**config.mk**
```make
export PLATFORM = sky130hd
export DESIGN_NAME = uart_cmd_ctrl
export DESIGN_NICKNAME = d
export VERILOG_FILES = /design/src/rtl/uart_cmd_ctrl.sv
export SDC_FILE = /design/constraint.sdc
export NUM_CORES = 1
export LEC_CHECK = 0
export ABC_AREA = 1
export CORE_MARGIN = 2
export CORE_UTILIZATION = 30
export DETAILED_ROUTE_END_ITERATION = 8
export SLEW_MARGIN = 40
export SYNTH_ARGS = -nofsm -noshare
export SYNTH_HDL_FRONTEND = slang
export SYNTH_SLANG_ARGS = --single-unit
```
**constraint.sdc**
```tcl
create_clock -name clk -period 1.7 [get_ports clk]
set_input_delay 0.34 -clock clk [delete_from_list [all_inputs] [get_ports clk]]
set_output_delay 0.34 -clock clk [all_outputs]
set_load 0.03 [all_outputs]
```
**src/rtl/uart_cmd_ctrl.sv**
```systemverilog
// uart_cmd_ctrl: parses framed UART commands (A5 CMD LEN payload CHK)
// and issues register writes or baud reconfiguration.
// Ports: clk, rst_n (async low); rx_byte/rx_done from the byte receiver;
// baud_set to the receiver; reg_wr_en/reg_addr/reg_wdata register bus;
// frame_ok/frame_err pulses, err_code (0 chk,1 len,2 cmd,3 timeout).
// Option: UART_CMD_TIMEOUT_EN builds the inter-byte timeout counter.
module uart_cmd_ctrl #(
  parameter int MAX_LEN     = 4,
  parameter int TIMEOUT_CYC = 1000000
) (
  input  logic       clk,
  input  logic       rst_n,
  input  logic [7:0] rx_byte,
  input  logic       rx_done,
  output logic [2:0] baud_set,
  output logic       reg_wr_en,
  output logic [7:0] reg_addr,
  output logic [7:0] reg_wdata,
  output logic       frame_ok,
  output logic       frame_err,
  output logic [1:0] err_code
);

  typedef enum logic [2:0] {
    S_IDLE, S_CMD, S_LEN, S_PAYLOAD, S_CHK, S_EXEC
  } state_t;

  state_t     state_q, state_n;
  logic [7:0] cmd_q, xor_q;
  logic [3:0] len_q, idx_q;
  logic [7:0] buf_q [16];

  logic       err_p, wr_p, baud_p;
  logic [1:0] code_p;
  logic       len_bad;
  logic       tmo;

  assign len_bad = rx_byte > 8'(MAX_LEN);

`ifdef UART_CMD_TIMEOUT_EN
  logic [19:0] cnt_q;
  logic [19:0] cnt_inc;
  logic        counting;

  assign counting = state_q inside {S_CMD, S_LEN, S_PAYLOAD, S_CHK};
  assign cnt_inc  = cnt_q + 20'd1;
  // Fires on the cycle the counter would step onto TIMEOUT_CYC-1.
  // A byte in the same cycle wins.
  assign tmo = counting && !rx_done &&
               (cnt_inc == 20'(TIMEOUT_CYC - 1));

  always_ff @(posedge clk or negedge rst_n) begin
    if (!rst_n) begin
      cnt_q <= '0;
    end else if (rx_done || tmo || !counting) begin
      cnt_q <= '0;
    end else begin
      cnt_q <= cnt_inc;
    end
  end
`else
  logic unused_tmo;
  assign unused_tmo = ^TIMEOUT_CYC;
  assign tmo = 1'b0;
`endif

  always_ff @(posedge clk or negedge rst_n) begin
    if (!rst_n) begin
      state_q <= S_IDLE;
    end else begin
      state_q <= state_n;
    end
  end

  always_comb begin
    state_n = state_q;
    err_p   = 1'b0;
    code_p  = 2'd0;
    wr_p    = 1'b0;
    baud_p  = 1'b0;
    unique case (state_q)
      S_IDLE: begin
        if (rx_done && rx_byte == 8'hA5) state_n = S_CMD;
      end
      S_CMD: begin
        if (rx_done) state_n = S_LEN;
      end
      S_LEN: begin
        if (rx_done) begin
          if (len_bad) begin
            err_p   = 1'b1;
            code_p  = 2'd1;
            state_n = S_IDLE;
          end else if (rx_byte == 8'd0) begin
            state_n = S_CHK;
          end else begin
            state_n = S_PAYLOAD;
          end
        end
      end
      S_PAYLOAD: begin
        if (rx_done && idx_q == 4'(len_q - 4'd1)) state_n = S_CHK;
      end
      S_CHK: begin
        if (rx_done) begin
          if (rx_byte != xor_q) begin
            err_p   = 1'b1;
            code_p  = 2'd0;
            state_n = S_IDLE;
          end else begin
            state_n = S_EXEC;
          end
        end
      end
      S_EXEC: begin
        state_n = S_IDLE;
        unique case (1'b1)
          (cmd_q == 8'h01 && len_q == 4'd2): wr_p = 1'b1;
          (cmd_q == 8'h02 && len_q == 4'd1 &&
           buf_q[0] <= 8'd5): baud_p = 1'b1;
          default: begin
            err_p  = 1'b1;
            code_p = 2'd2;
          end
        endcase
      end
      default: state_n = S_IDLE;
    endcase
    if (tmo) begin
      err_p   = 1'b1;
      code_p  = 2'd3;
      state_n = S_IDLE;
    end
  end

  // Frame datapath: command, length, payload buffer, running XOR.
  always_ff @(posedge clk or negedge rst_n) begin
    if (!rst_n) begin
      cmd_q <= '0;
      xor_q <= '0;
      len_q <= '0;
      idx_q <= '0;
      for (int i = 0; i < 16; i++) buf_q[i] <= '0;
    end else if (rx_done) begin
      unique case (state_q)
        S_CMD: begin
          cmd_q <= rx_byte;
          xor_q <= rx_byte;
        end
        S_LEN: begin
          // LEN is kept even when zero so EXEC never sees a stale length.
          if (!len_bad) len_q <= rx_byte[3:0];
          xor_q <= xor_q ^ rx_byte;
          idx_q <= '0;
        end
        S_PAYLOAD: begin
          buf_q[idx_q] <= rx_byte;
          xor_q        <= xor_q ^ rx_byte;
          idx_q        <= idx_q + 4'd1;
        end
        default: ;
      endcase
    end
  end

  always_ff @(posedge clk or negedge rst_n) begin
    if (!rst_n) begin
      baud_set  <= 3'd1;
      reg_wr_en <= 1'b0;
      reg_addr  <= '0;
      reg_wdata <= '0;
      frame_ok  <= 1'b0;
      frame_err <= 1'b0;
      err_code  <= '0;
    end else begin
      reg_wr_en <= wr_p;
      frame_ok  <= wr_p | baud_p;
      frame_err <= err_p;
      if (err_p) err_code <= code_p;
      if (wr_p) begin
        reg_addr  <= buf_q[0];
        reg_wdata <= buf_q[1];
      end
      if (baud_p) baud_set <= buf_q[0][2:0];
    end
  end

endmodule

```
==> parameters.txt <==
Parameter                              Value

Global routing
  Number of global-route vias before repair    2609
  Initial antenna violation count    0
  Largest net degree at the start of global routing    35
  Residual overflow from global routing    0
  Global-route wire length before repair    ~12000 um
  GRT Util Overall    between 10 and 15%

Power
  Power Density    roughly 1500 mW/mm2
  Leak pwr    between 2 and 2.5 nW
  Peak supply drop    between 0.6 and 0.7 mV

Timing
  Final period utilization    a little over nine tenths
  Achievable frequency    610 MHz
  Slew Limit Headroom    ~67%
  Pin slew with the least headroom to its limit    around 0.50 ns
  Post-route minimum period    between 1.5 and 2 ns
  Post-Route Hold Slack    approximately 0.48 ns
  # setup viols final    0
  Pins over their slew limit    0
  Largest clock skew in the final design    between 0.006 and 0.007 ns
  Slack of the critical path    between 0.05 and 0.06 ns
  RSZ-0062 raised after global routing    no
  Number of hold violations in the final report    0

Job
  Max-cap viol count    0

Worst setup path
  Family with the most delay on the worst path    buffers and inverters
  Critical Path Fanout Max    1
  Worst stage delay on the critical path    0.66 ns
  Crit path max-delay cell type    sky130_fd_sc_hd__clkdlybuf4s50_1
  CP Cell Sequence    clkdlybuf4s50_1
  CP required    1.36 ns
  Startpoint-to-endpoint class of the critical path    reg2out
  Buffers & Inverters on Critical Path    1
  CP startpoint kind    flip-flop
  Capturing element type of the critical path    output pin
  Arrival time at the worst endpoint    around 1.3 ns

Synth
  Synth async-reset ratio    100%
  Mapped Area    0.00339 mm2
  Dominant cell by count in the synthesized netlist    sky130_fd_sc_hd__nand2_1
  Syn Inst Count    between 300 and 400
  Leading cell types by total area after synthesis    sky130_fd_sc_hd__dfrtp_1 (49%), sky130_fd_sc_hd__nand2_1 (13%), sky130_fd_sc_hd__o21ai_2 (8.0%)
  Share of Yosys cell area claimed by the top area cell type    48.7%
  Most area-hungry cell type in the Yosys netlist    sky130_fd_sc_hd__dfrtp_1
  Commonest cells post-synth    sky130_fd_sc_hd__nand2_1 (118), sky130_fd_sc_hd__dfrtp_1 (66), sky130_fd_sc_hd__inv_1 (46)
  Count of flip-flops with a built-in enable after synthesis    0
  Post-synth net total    401
  Count of synthesis-stage warnings from yosys    0
  Sequential-to-total area share from yosys stat    about 50%
  Synthesized area divided by synthesized cell count    just under 9 um2
  Total of flip-flops plus latches after synthesis    67
  Primary FF master, synth    sky130_fd_sc_hd__dfrtp_1
  Number of library cell types mapped by synthesis    28

Layout
  Layout overhead on the synthesized area    29.3%
  NumNets Final    ~470
  Final core utilization    between 40% and 50%
  Post-route insts no fill    just under 600
  Filler cell count    ~1100
  ANT cells    0
  Fraction of layout instances using a drive strength above 1    between 10% and 20%

Placement
  Number of buffer cells added on primary ports    34
  Number of placed cells counting well taps    about 580
  Half-perimeter wire length after detailed placement    5510 um
  Pre-CTS worst setup slack    -0.201 ns
  Placer Congestion    between 0.8 and 0.9

Route
  Sum of routed wire length over all layers    7390 um
  Detail Route Antenna Nets    0
  Iteration-0 DRC Markers    between 150 and 200
  Via Count    between 2000 and 3000
  Routed WL per cell    ~12 um
  Drt first pass iters    4
  Vias per inst    4.44
  Remaining DRCs    0

Floorplan
  Chip Height    approximately 110 um
  Die Outline Area    0.0122 mm2
  Area of the core region    roughly 0.011 mm2
  Rows    38
  Die Span X    roughly 110 um
  Num ports    35
  Initial Utilization    between 30% and 40%

Run status
  Run status    complete, no violations

Clock network
  Clk sinks    67
  Maximum level of the CTS H-tree    3
  Deepest clock path buffer count    2
  CTS root buffer    sky130_fd_sc_hd__clkbuf_16
  Total CTS buffers    9
  Clock slew at reported path FFs    0.06 ns
  Insertion delay of the later-clocked pin in the worst-skew pair    roughly 0.33 ns
  TritonCTS clock tree    built

Min path
  Worst Hold Class    reg2reg
[path summary, 6_finish.rpt]
check | startpoint | endpoint | slack [ns] | depth (start not counted)
worst max register to register | len_q[1] | baud_set[2] | 0.16 | 6
worst max-delay path | frame_ok | frame_ok | 0.06 | 1
worst min register to register | reg_wdata[0] | reg_wdata[0] | 0.48 | 2
max in group asynchronous | rst_n | cmd_q[7] | 0.67 | 3
min in group asynchronous | rst_n | reg_wdata[4] | 0.51 | 2
worst min-delay path | reg_wdata[0] | reg_wdata[0] | 0.48 | 2
[layer usage]
layer / track usage (%) / part of all wire (%)
met3: 3.59 / 4.3
met5: 0 / 0
met4: 4.46 / 0.78
met1: 17.1 / 47
met2: 22.4 / 48
[cell usage in the layout (no fill, tap or decap), drive strengths merged, types with 9 or more instances in the layout]
cell	n
nand2	121
dfrtp	66
o21ai	50
inv	49
nor2	36
buf	28
xnor2	15
nand3	15
dlygate4sd2	12
dlymetal6s2s	11
clkdlybuf4s50	10
clkbuf	9
[tightest hold or removal path, cell delays in order (launching register included)]
cell	delay, ns
sky130_fd_sc_hd__dfrtp_1	0.34
sky130_fd_sc_hd__nand2_1	0.06
sky130_fd_sc_hd__o21ai_2	0.05
[flip-flops by register name (all words and copies together), names as in the netlist, 2 cells and up]
register	count
idx_q	4
xor_q	8
cmd_q	8
state_q	3
err_code	2
len_q	4
reg_wdata	8
buf_q	16
baud_set	3
reg_addr	8
[power by group]
part	internal [W]	total (W)	switching (W)
clock	0.00115	0.00186	0.000715
sequential	0.00210	0.00243	0.000328
combinational	0.000857	0.00221	0.00136
[stage by stage]
step	instance area [um2]	setup TNS, ns	power [W]
after floorplan	3390	0	0.00406
after global routing	4390	0	0.00696
after detailed placement	4060	-3.55	0.00471
after CTS	4350	0	0.00658
after global placement	4060	-2.61	0.00464
final	4390	0	0.00650
[what timing repair did]
item                                    CTS  global route
setup buffers                             0             1
hold buffers                              1             0
gates resized for setup                  12            11
endpoints found under the setup margin   12            15
endpoints found under the hold margin    18             0
pin swaps                                 0             1
gates cloned                              0             0
[cell type report]
cell class              count  area, um2  share of cell area (%)
flip-flops and latches     67       1680                    38.2
multi-input cells         261       1440                    32.9
repair buffers             62        611                    13.9
clock buffers               9        225                    5.13
inverters                  48        180                    4.10
well taps                 140        175                    3.99
clock inverters             7       77.6                    1.77
[logic make-up after synthesis]
group                    Yosys count  share of synthesized area [%]
buffers and inverters             56                           8.07
XOR/XNOR                          15                           3.87
AO/OA/AOI/OAI                     57                           11.9
flip-flops                        67                           49.4
adder cells (fa/ha/maj)            6                           2.21
AND/OR/NAND/NOR                  183                           24.5
Note: power is estimated with default switching activity, not from simulation.
